--- config.mk ---
export PLATFORM = sky130hd
export DESIGN_NAME = spi_record_framer
export DESIGN_NICKNAME = d
export VERILOG_FILES = /design/src/rtl/beagleg_pkg.sv /design/src/rtl/record_buffer.sv /design/src/rtl/spi_record_framer.sv
export SDC_FILE = /design/constraint.sdc
export NUM_CORES = 1
export LEC_CHECK = 0
export ABC_AREA = 1
export BUFFER_PORTS_ARGS = -buffer_cell sky130_fd_sc_hd__buf_2
export CAP_MARGIN = 30
export CORE_AREA = 2 2 152 154
export DETAILED_ROUTE_END_ITERATION = 7
export DIE_AREA = 0 0 154 156
export PLACE_DENSITY_LB_ADDON = 0.1
export REMOVE_ABC_BUFFERS = 1
export SYNTH_ARGS = -nofsm -noshare
export SYNTH_HDL_FRONTEND = slang
export SYNTH_SLANG_ARGS = --single-unit
--- constraint.sdc ---
create_clock -name clk -period 2.4 [get_ports clk]
set_input_delay 0.48 -clock clk [delete_from_list [all_inputs] [get_ports clk]]
set_output_delay 0.48 -clock clk [all_outputs]
set_load 0.02 [all_outputs]
--- src/rtl/beagleg_pkg.sv ---
// Shared constants and types for the SPI record path: command byte,
// status byte bit positions and the framer state encoding.
package beagleg_pkg;

    localparam logic [7:0] CMD_RECORD_DEFAULT = 8'hA5;

    localparam int STATUS_BUSY_BIT    = 7;
    localparam int STATUS_READY_BIT   = 6;
    localparam int STATUS_AVAIL_BIT   = 5;
    localparam int STATUS_CKSUM_BIT   = 4;
    localparam int STATUS_OVERRUN_BIT = 3;
    localparam int ACCEPT_CNT_W       = 3;

    typedef enum logic [1:0] {
        ST_IDLE,
        ST_PAYLOAD,
        ST_CHECKSUM,
        ST_DRAIN
    } framer_state_t;

endpackage

--- src/rtl/record_buffer.sv ---
// Small byte register file holding one record payload; write port plus
// combinational read so the drain path can present a byte the same cycle.
module record_buffer #(
    parameter int DEPTH = 16,
    parameter int IDX_W = 4
) (
    input  logic             clk,
    input  logic             we,
    input  logic [IDX_W-1:0] widx,
    input  logic [7:0]       wdata,
    input  logic [IDX_W-1:0] ridx,
    output logic [7:0]       rdata
);

    logic [7:0] entry_array [DEPTH];

    genvar gi;
    generate
        for (gi = 0; gi < DEPTH; gi++) begin : g_entry
            logic [7:0] entry_reg;

            always_ff @(posedge clk) begin
                if (we && (widx == IDX_W'(gi))) begin
                    entry_reg <= wdata;
                end
            end

            assign entry_array[gi] = entry_reg;
        end
    endgenerate

    assign rdata = entry_array[ridx];

endmodule

--- src/rtl/spi_record_framer.sv ---
// Frames the SPI byte stream into checksummed records and forwards only
// verified records to the fifo; returns a status byte on every SPI word.
module spi_record_framer
    import beagleg_pkg::*;
#(
    parameter int         RECORD_SIZE_BYTES = 16,
    parameter logic [7:0] CMD_RECORD        = CMD_RECORD_DEFAULT,
    parameter int         COUNTER_WIDTH     = 8
) (
    input  logic                     clk,
    input  logic                     rst,
    input  logic                     spi_select_n,
    input  logic                     word_ready,
    input  logic [7:0]               data_word_received,
    output logic [7:0]               data_word_to_send,
    input  logic                     fifo_in_ready,
    output logic [7:0]               fifo_in_byte,
    output logic                     fifo_in_clk,
    input  logic                     fifo_out_available,
    output logic                     frame_accepted,
    output logic [COUNTER_WIDTH-1:0] err_checksum_count,
    output logic [COUNTER_WIDTH-1:0] err_overrun_count
);

    localparam int IDX_W = (RECORD_SIZE_BYTES > 1) ? $clog2(RECORD_SIZE_BYTES) : 1;
    localparam logic [IDX_W-1:0] LAST_IDX = IDX_W'(RECORD_SIZE_BYTES - 1);
    localparam logic [COUNTER_WIDTH-1:0] CNT_MAX = {COUNTER_WIDTH{1'b1}};

    framer_state_t state_reg, state_next;
    logic [IDX_W-1:0] idx_reg, idx_next;
    logic [IDX_W-1:0] rd_reg, rd_next;
    logic [7:0] sum_reg, sum_next;
    logic [COUNTER_WIDTH-1:0] cksum_cnt_reg, cksum_cnt_next;
    logic [COUNTER_WIDTH-1:0] overrun_cnt_reg, overrun_cnt_next;
    logic cksum_err_reg, cksum_err_next;
    logic overrun_reg, overrun_next;
    logic [ACCEPT_CNT_W-1:0] accepted_reg, accepted_next;
    logic frame_accepted_reg, frame_accepted_next;
    logic [7:0] status_reg, status_next;

    logic       buf_we;
    logic [7:0] buf_rdata;
    logic [7:0] byte_sum;
    logic       draining;

    assign byte_sum = sum_reg + data_word_received;
    assign draining = (state_reg == ST_DRAIN);

    record_buffer #(
        .DEPTH (RECORD_SIZE_BYTES),
        .IDX_W (IDX_W)
    ) u_record_buffer (
        .clk   (clk),
        .we    (buf_we),
        .widx  (idx_reg),
        .wdata (data_word_received),
        .ridx  (rd_reg),
        .rdata (buf_rdata)
    );

    always_comb begin
        state_next          = state_reg;
        idx_next            = idx_reg;
        rd_next             = rd_reg;
        sum_next            = sum_reg;
        cksum_cnt_next      = cksum_cnt_reg;
        overrun_cnt_next    = overrun_cnt_reg;
        cksum_err_next      = cksum_err_reg;
        overrun_next        = overrun_reg;
        accepted_next       = accepted_reg;
        frame_accepted_next = 1'b0;
        buf_we              = 1'b0;

        case (state_reg)
            ST_IDLE: begin
                if (word_ready && (data_word_received == CMD_RECORD)) begin
                    state_next = ST_PAYLOAD;
                    idx_next   = '0;
                    sum_next   = '0;
                end
            end
            ST_PAYLOAD: begin
                if (word_ready) begin
                    buf_we   = 1'b1;
                    sum_next = byte_sum;
                    if (idx_reg == LAST_IDX) begin
                        state_next = ST_CHECKSUM;
                    end else begin
                        idx_next = idx_reg + IDX_W'(1);
                    end
                end
            end
            ST_CHECKSUM: begin
                if (word_ready) begin
                    if (byte_sum == 8'h00) begin
                        state_next     = ST_DRAIN;
                        rd_next        = '0;
                        cksum_err_next = 1'b0;
                    end else begin
                        state_next     = ST_IDLE;
                        cksum_err_next = 1'b1;
                        if (cksum_cnt_reg != CNT_MAX) begin
                            cksum_cnt_next = cksum_cnt_reg + COUNTER_WIDTH'(1);
                        end
                    end
                end
            end
            ST_DRAIN: begin
                // Incoming bytes are dropped while draining; a new record
                // command here means the host ignored the busy flag.
                if (word_ready && (data_word_received == CMD_RECORD)) begin
                    overrun_next = 1'b1;
                    if (overrun_cnt_reg != CNT_MAX) begin
                        overrun_cnt_next = overrun_cnt_reg + COUNTER_WIDTH'(1);
                    end
                end
                if (fifo_in_ready) begin
                    if (rd_reg == LAST_IDX) begin
                        state_next          = ST_IDLE;
                        frame_accepted_next = 1'b1;
                        accepted_next       = accepted_reg + ACCEPT_CNT_W'(1);
                    end else begin
                        rd_next = rd_reg + IDX_W'(1);
                    end
                end
            end
            default: state_next = ST_IDLE;
        endcase

        // Chip-select release discards any partially received record.
        if (spi_select_n && ((state_next == ST_PAYLOAD) || (state_next == ST_CHECKSUM))) begin
            state_next = ST_IDLE;
        end

        status_next                     = '0;
        status_next[STATUS_BUSY_BIT]    = draining;
        status_next[STATUS_READY_BIT]   = fifo_in_ready;
        status_next[STATUS_AVAIL_BIT]   = fifo_out_available;
        status_next[STATUS_CKSUM_BIT]   = cksum_err_reg;
        status_next[STATUS_OVERRUN_BIT] = overrun_reg;
        status_next[ACCEPT_CNT_W-1:0]   = accepted_reg;
    end

    always_ff @(posedge clk or negedge rst) begin
        if (!rst) begin
            state_reg          <= ST_IDLE;
            idx_reg            <= '0;
            rd_reg             <= '0;
            sum_reg            <= '0;
            cksum_cnt_reg      <= '0;
            overrun_cnt_reg    <= '0;
            cksum_err_reg      <= 1'b0;
            overrun_reg        <= 1'b0;
            accepted_reg       <= '0;
            frame_accepted_reg <= 1'b0;
            status_reg         <= '0;
        end else begin
            state_reg          <= state_next;
            idx_reg            <= idx_next;
            rd_reg             <= rd_next;
            sum_reg            <= sum_next;
            cksum_cnt_reg      <= cksum_cnt_next;
            overrun_cnt_reg    <= overrun_cnt_next;
            cksum_err_reg      <= cksum_err_next;
            overrun_reg        <= overrun_next;
            accepted_reg       <= accepted_next;
            frame_accepted_reg <= frame_accepted_next;
            status_reg         <= status_next;
        end
    end

    assign fifo_in_clk        = draining;
    assign fifo_in_byte       = draining ? buf_rdata : 8'h00;
    assign frame_accepted     = frame_accepted_reg;
    assign data_word_to_send  = status_reg;
    assign err_checksum_count = cksum_cnt_reg;
    assign err_overrun_count  = overrun_cnt_reg;

endmodule

==> summary.md, run 1 <==
| Metric | Value |
|---|---|
| Fmax | 0.3885 GHz |
| Root Driver | clkbuf_16 |
| Largest register FFs | 128 |
| PD cells | 686.8 nW/um^2 |
| Multi-input logic area | roughly 2500 um^2 |
| Final setup violating endpoints | 8 |
| Total number of vias | 5562 |
| Synth cell types | 37 |
| DR pass1 iterations | 5 |
| Max-Cap Viols | 0 |
| CTS sink count | between 150 and 200 |
| Run status | finished with violations |
| Worst Setup SP | rd_reg[0] |
| Worst path top cell family by delay | compound AO/OA/AOI/OAI gates |
| Slowest stage cell on the critical path | dfrtp_2 |
| GPL Wtd Cong | 0.8456 |
| Synth Register Bits | 176 |
| Yosys warning total | 0 |
| Final WL | 21210 um |
| Setup ws final | -0.1738 ns |
| Clk_skew | 0.01590 ns |
| Failing checks | setup timing |
| Most used DFF post-synth | edfxtp_1 |
| Buffers plus inverters on the worst setup path | 3 |
| H-Tree Depth | 4 |
| FILL cells | 2036 |
| Slew @ Worst Pin | about 0.63 ns |
| CP max stage delay | 0.48 ns |
| DPL Wire Length | ~13000 um |
| Final period util | 1.072 |
| Crit path DAT | roughly 2.1 ns |
| Cts hold-fix bufs | 0 |
| RSZ-0062 raised after global routing | true |
| R2R cell count | 11 |
| Vias in the first global route | approximately 5500 |
| Area leader, netlist | edfxtp_1 |
| Final max-slew violation count | 0 |
| Final Util | 0.4344 |
| CP Max Fanout | 7 |
| # IOs | 48 |
| Worst-Skew Late Latency | 0.44 ns |
| Share of the synthesized area in the top cell type | 0.4954 |
| Die area | ~24000 um^2 |
| Antenna diodes | 0 |
| Row count | 55 |
| Die height | 156 um |
| CTS tree | done |
| Share of the yosys chip area belonging to registers | 0.6502 |
| Final nets | around 820 |
| Synth top area cells | edfxtp_1, dfrtp_1, nor2_1, nand2_1, o21ai_0 |
| Die X | approximately 150 um |
| CP Data Required Time | 1.92 ns |
| R2r startpoint | sum_reg[0] |
| Crit path launch type | flop |
| Reg2reg end | rd_reg[1] |
| TritonCTS buffer count | 17 |
| Async set-reset flop share out of synthesis | 0.2727 |
| Antenna violations before repair | 0 |
| Total power | between 6 and 7 mW |
| Place WS | -0.1336 ns |
| Max_slew headroom | 0.5796 |
| Crit Path Class | reg -> out |
| GRT Residual Overflow | 0 |
| Post-Syn Instances | 691 |
| Critical Path Sink Type | output port |
| Gr usage total | 0.1783 |
| Min-Delay Path Class | in -> async |
| Clock Tree Buf Depth | 2 |
| Cell Area, Synth | 7759 um^2 |
| Layout cells sized above 1 | 0.2456 |
| Global-route wire length before repair | 32040 um |
| Max IR drop VDD | roughly 0.41 mV |
| Final min period | 2.574 ns |
| Leakage power | 3.888 nW |
| Reg2reg setup slack | 0.17 ns |
| Post-synth EDFFs | 128 |
| Area Overhead vs Synth | 25.22% |
| DR iter-0 viols | between 300 and 400 |
| Drc violations | 0 |
| Final hold vios | 0 |
| Core Area | 22370 um^2 |
| Critical Path Stages | 7 |
| Initial core utilization | 0.3469 |
| Wire length per cell | 19.58 um |
| Vias per cell | ~5.1 |
| CP cell instances | buf_12 -> clkbuf_16 -> o21ai_2 -> o22ai_1 -> o211ai_1 -> a21oi_1 -> buf_4 |
| # port buffers | 47 |
| Largest net degree at the start of global routing | 36 |
| Clk slew on worst S/H paths | 0.07 ns |
| Average cell area after synthesis | 11.23 um^2 |
| Register area | 5047 um^2 |
| Antenna-violating nets left | 0 |
| Crit path capture | fifo_in_byte[1] |
worst reg2reg max path, stage by stage (launching register included):
cell and delay [ns]:
dfrtp_1 0.38, ha_1 0.21, fa_1 0.45, or2_2 0.32, nor2_2 0.12, nand3_2 0.10, nor2_4 0.12, nand2_4 0.09
nand2_4 0.10, buf_4 0.12, nand4_1 0.07, nand2_1 0.09
cell type report:
cell class / instances / area share
Timing Repair Buffer: 102 / 0.09543
Clock buffer: 17 / 0.04379
Tap cell: 285 / 0.03670
Inverter: 52 / 0.02112
Multi-Input combinational cell: 436 / 0.2603
Sequential cell: 176 / 0.5195
Clock inverter: 15 / 0.02318
power by group:
part | switching, mW | total (mW) | internal (mW)
Clock | 1.27 | 3.05 | 1.78
Combinational | 0.214 | 0.303 | 0.0884
Sequential | 0.0246 | 3.32 | 3.29
synthesized netlist by cell type (2+ instances only):
library cell and instances:
o21ai_1 8, inv_2 11, o211ai_1 10, a21oi_1 15, o21ai_0 65, nor2_4 4, buf_2 6, nand2_2 3
nand3_2 3, xor2_1 12, nor2_2 5, ha_1 15, o21ai_2 3, o22ai_1 10, nor4_1 3, o221ai_1 22
mux2_1 2, dfrtp_1 48, nand4_1 11, edfxtp_1 128, nor3_1 5, nand2_4 3, nor2_1 96, nor3_2 2
clkbuf_1 20, inv_1 40, or2_2 2, nand3_1 36, nand2_1 88, xnor2_1 8
cell usage in the layout (no fill, tap or decap), drive strengths merged:
cell type / instances
nand4: 11
o211ai: 10
clkinv: 6
o22ai: 10
a211oi: 1
o221ai: 22
and3: 1
nor2: 105
xor2: 12
dfrtp: 48
or2: 2
edfxtp: 128
buf: 97
xnor2: 8
nor4: 3
mux2: 2
o21ai: 76
nor3: 7
clkbuf: 22
inv: 57
bufinv: 4
nand2: 94
ha: 15
nor3b: 1
a21oi: 16
nand3: 39
fa: 1
through the flow:
stage / cell area (um^2) / cells / hold WS [ns] / TNS [ns]
after floorplan: 7650 / 664 / 0.1844 / -4.390
after global placement: 8621 / 1038 / 0.3615 / -1.503
after detailed placement: 8621 / 1038 / 0.3642 / -1.513
after CTS: 9442 / 1074 / 0.07096 / -1.018
after global routing: 9716 / 1083 / 0.09932 / -1.615
final: 9716 / 1083 / 0.06481 / -0.9258
how the worst min path moves through the flow:
stage,from,to,depth (start not counted)
4_1_cts,rst,data_word_to_send[5],1
2_1_floorplan,rst,accepted_reg[0],0
3_5_place_dp,overrun_reg,data_word_to_send[3],0
5_1_grt,rst,err_checksum_count[1],1
3_3_place_gp,overrun_reg,data_word_to_send[3],0
6_report,rst,data_word_to_send[5],1
cell families (layout without fill, tap and decap cells):
logic type / Yosys count / after routing / synth area share
xor+xnor: 20 / 20 / 0.02258
buf+inv: 79 / 186 / 0.03951
mux: 2 / 2 / 0.002903
compound gates: 135 / 135 / 0.1048
simple gates: 263 / 263 / 0.1532
fa+ha+maj: 16 / 16 / 0.02677
flops: 176 / 176 / 0.6502
timing repair:
| action | in CTS | in global routing |
|---|---|---|
| pin swaps | 11 | 19 |
| hold endpoints to repair | 0 | 0 |
| buffers inserted | 1 | 4 |
| resized for setup | 27 | 34 |
| endpoints found under the setup margin | 8 | 16 |
| gates cloned | 3 | 5 |
per-layer routing:
layer / track usage / up-vias / routed length (um) / part of all wire
li1: - / 2633 / - / -
met1: 0.2387 / 2768 / 9817 / 0.46
met2: 0.2887 / 130 / 9991 / 0.47
met3: 0.04222 / 31 / 935 / 0.044
met4: 0.05518 / 0 / 465 / 0.022
met5: 0 / - / 0 / 0
No activity file was read; power rests on OpenSTA's default activity.
==> run 2: changes to the inputs <==
Settings changed: PLACE_DENSITY set to 0.58, PLACE_DENSITY_LB_ADDON 0.1 to not set.
==> run 2 against run 1 <==
The flow still finishes with violations (setup timing). Routed wire length fell by 8.0%. Worst hold slack improved by 0.046 ns. Core utilization shrank 0.48 points. Combinational power fell by 2%. Via count decreased by 1.8%. Non-clock buffer count increased by 3. First-iteration DRC count is 17% lower. Largest power group unchanged. Clock power fell by 15%.
==> summary.md, run 2 (same netlist as run 1, synthesis figures left out) <==
| Metric | Value |
|---|---|
| Run status | finished with violations |
| Failing checks | setup timing |
| DPL Wire Length | 12250 um (-6.0%) |
| Root Driver | clkbuf_16 |
| CP Data Required Time | 1.92 ns (about the same) |
| GPL Wtd Cong | 0.8058 (-4.7%) |
| Cells after DPL | 1044 (+0.58%) |
| Largest register FFs | 128 (unchanged) |
| Wire length per cell | 17.97 um (-8.2%) |
| Clock Tree Buf Depth | 2 (unchanged) |
| Die area | 24020 um^2 (unchanged) |
| Min-Delay Path Class | in -> async |
| Antenna-violating nets left | 0 (unchanged) |
| R2r startpoint | sum_reg[0] |
| Total power | 6.220 mW (-6.8%) |
| # IOs | 48 (unchanged) |
| Largest net degree at the start of global routing | 33 (-8.3%) |
| Worst hold slack | 0.1111 ns (+0.04627 ns) |
| Final std cells w/o fill | 1086 (+0.28%) |
| Clk_skew | 0.007164 ns (-0.008732 ns) |
| Slew @ Worst Pin | 0.7275 ns (+0.09690 ns) |
| CTS tree | done |
| Reg2reg setup slack | 0.12 ns (-0.05 ns) |
| Die X | 154 um (unchanged) |
| PD cells | 647.2 nW/um^2 (-5.8%) |
| Final period util | 1.073 (about the same) |
| Max IR drop VDD | 0.4847 mV (+18%) |
| Setup ws final | -0.1758 ns (-0.002028 ns) |
| Drc violations | 0 (unchanged) |
| Max-Cap Viols | 0 (unchanged) |
| Max_slew headroom | 0.5150 (-0.06460) |
| Critical Path Sink Type | output port |
| Area Overhead vs Synth | 23.85% |
| Global-route wire length before repair | 29630 um (-7.5%) |
| Commonest non-fill, non-tap cell in the layout | edfxtp_1 |
| Core Area | 22370 um^2 (unchanged) |
| CTS sink count | 176 (unchanged) |
| CP Max Fanout | 6 (-1) |
| Final hold vios | 0 (unchanged) |
| Leakage power | 3.832 nW (-1.5%) |
| TritonCTS buffer count | 17 (unchanged) |
| DR pass1 iterations | 4 (-1) |
| Final nets | 818 (+0.37%) |
| H-Tree Depth | 4 (unchanged) |
| Row count | 55 (unchanged) |
| Crit path DAT | 2.10 ns (about the same) |
| Layout cells sized above 1 | 0.2547 (+0.009068) |
| Final setup violating endpoints | 8 (unchanged) |
| Reg2reg end | rd_reg[1] |
| Most frequent cells in the layout | edfxtp_1, nor2_1, nand2_1 |
| DR iter-0 viols | 297 (-17%) |
| Clk slew on worst S/H paths | 0.06 ns (about the same) |
| RSZ-0062 raised after global routing | true |
| # port buffers | 47 (unchanged) |
| Cts hold-fix bufs | 0 (unchanged) |
| Worst-Skew Late Latency | 0.43 ns (about the same) |
| R2R cell count | 11 (unchanged) |
| Fmax | 0.3882 GHz (about the same) |
| GRT Residual Overflow | 0 (unchanged) |
| Antenna violations before repair | 1 (+1) |
| Antenna diodes | 0 (unchanged) |
| Final min period | 2.576 ns (+0.002028 ns) |
| Final max-slew violation count | 0 (unchanged) |
| Die height | 156 um (unchanged) |
| Vias in the first global route | 5293 (-4.5%) |
| Total number of vias | 5464 (-1.8%) |
| Vias per cell | 5.031 (-2.0%) |
| Initial core utilization | 0.3469 (unchanged) |
| Crit path launch type | flop |
| Gr usage total | 0.1631 (-0.01515) |
| Crit Path Class | reg -> out |
| Final WL | 19520 um (-8.0%) |
[run 2: cell types whose count changed in the layout (fill, tap and decap cells not counted), sizes merged]
cell	delta
bufbuf	+1
buf	+5
clkinv	+1
bufinv	-4
clkbuf	-2
clkinvlp	+2
[run 2: through the flow]
stage                     setup TNS [ns]  setup slack (ns)  instance area [um^2]  utilization
after floorplan                   -4.390           -0.5469                  7650            -
after global placement           -0.7513          -0.08812                  8653       0.3869
after detailed placement          -1.040           -0.1085                  8653       0.3869
after CTS                        -0.8262           -0.1339                  9444       0.4223
after global routing              -1.503           -0.2291                  9609       0.4297
final                            -0.8308           -0.1758                  9609       0.4297
[run 2: power breakdown]
part           total, mW  switching (mW)  internal, mW
clock               2.60            1.24          1.36
combinational      0.298           0.207        0.0902
sequential          3.32          0.0247          3.29
[run 2: layout make-up]
class,instances,area (um^2)
repair buffers,105,910.9
well taps,285,356.6
fillers,2081,12760
multi-input cells,436,2535
clock inverters,14,125.1
clock buffers,18,429.2
inverters,52,205.2
flip-flops and latches,176,5047
[run 2: per-layer routing]
layer	global-route usage	routed length (um)
met3	0.03861	1085
met5	0	11
met4	0.04139	121
met2	0.2622	9354
met1	0.2236	8942
[run 2: worst max-delay path, stage by stage, from the launching register on]
cell and delay (ns):
dfrtp_2 0.48, buf_8 0.18, buf_12 0.14, o21ai_2 0.12
o22ai_1 0.09, o211ai_1 0.35, a21oi_2 0.12, buf_4 0.17
[run 2: repair_timing]
action,in CTS,in global routing
buffers inserted,5,0
endpoints found under the setup margin,8,9
gates cloned,3,2
pin swaps,17,20
gates resized for setup,38,39
[run 2: worst max-delay path by stage]
stage                       endpoint             startpoint  depth (start not counted)  slack (ns)
2_1_floorplan        fifo_in_byte[0]              rd_reg[0]                          5       -0.55
3_3_place_gp   err_checksum_count[4]  data_word_received[0]                         12       -0.09
5_1_grt              fifo_in_byte[3]              rd_reg[0]                          7       -0.23
6_report             fifo_in_byte[3]              rd_reg[0]                          7       -0.18
4_1_cts              fifo_in_byte[3]              rd_reg[0]                          7       -0.13
3_5_place_dp   err_checksum_count[7]  data_word_received[0]                         12       -0.11
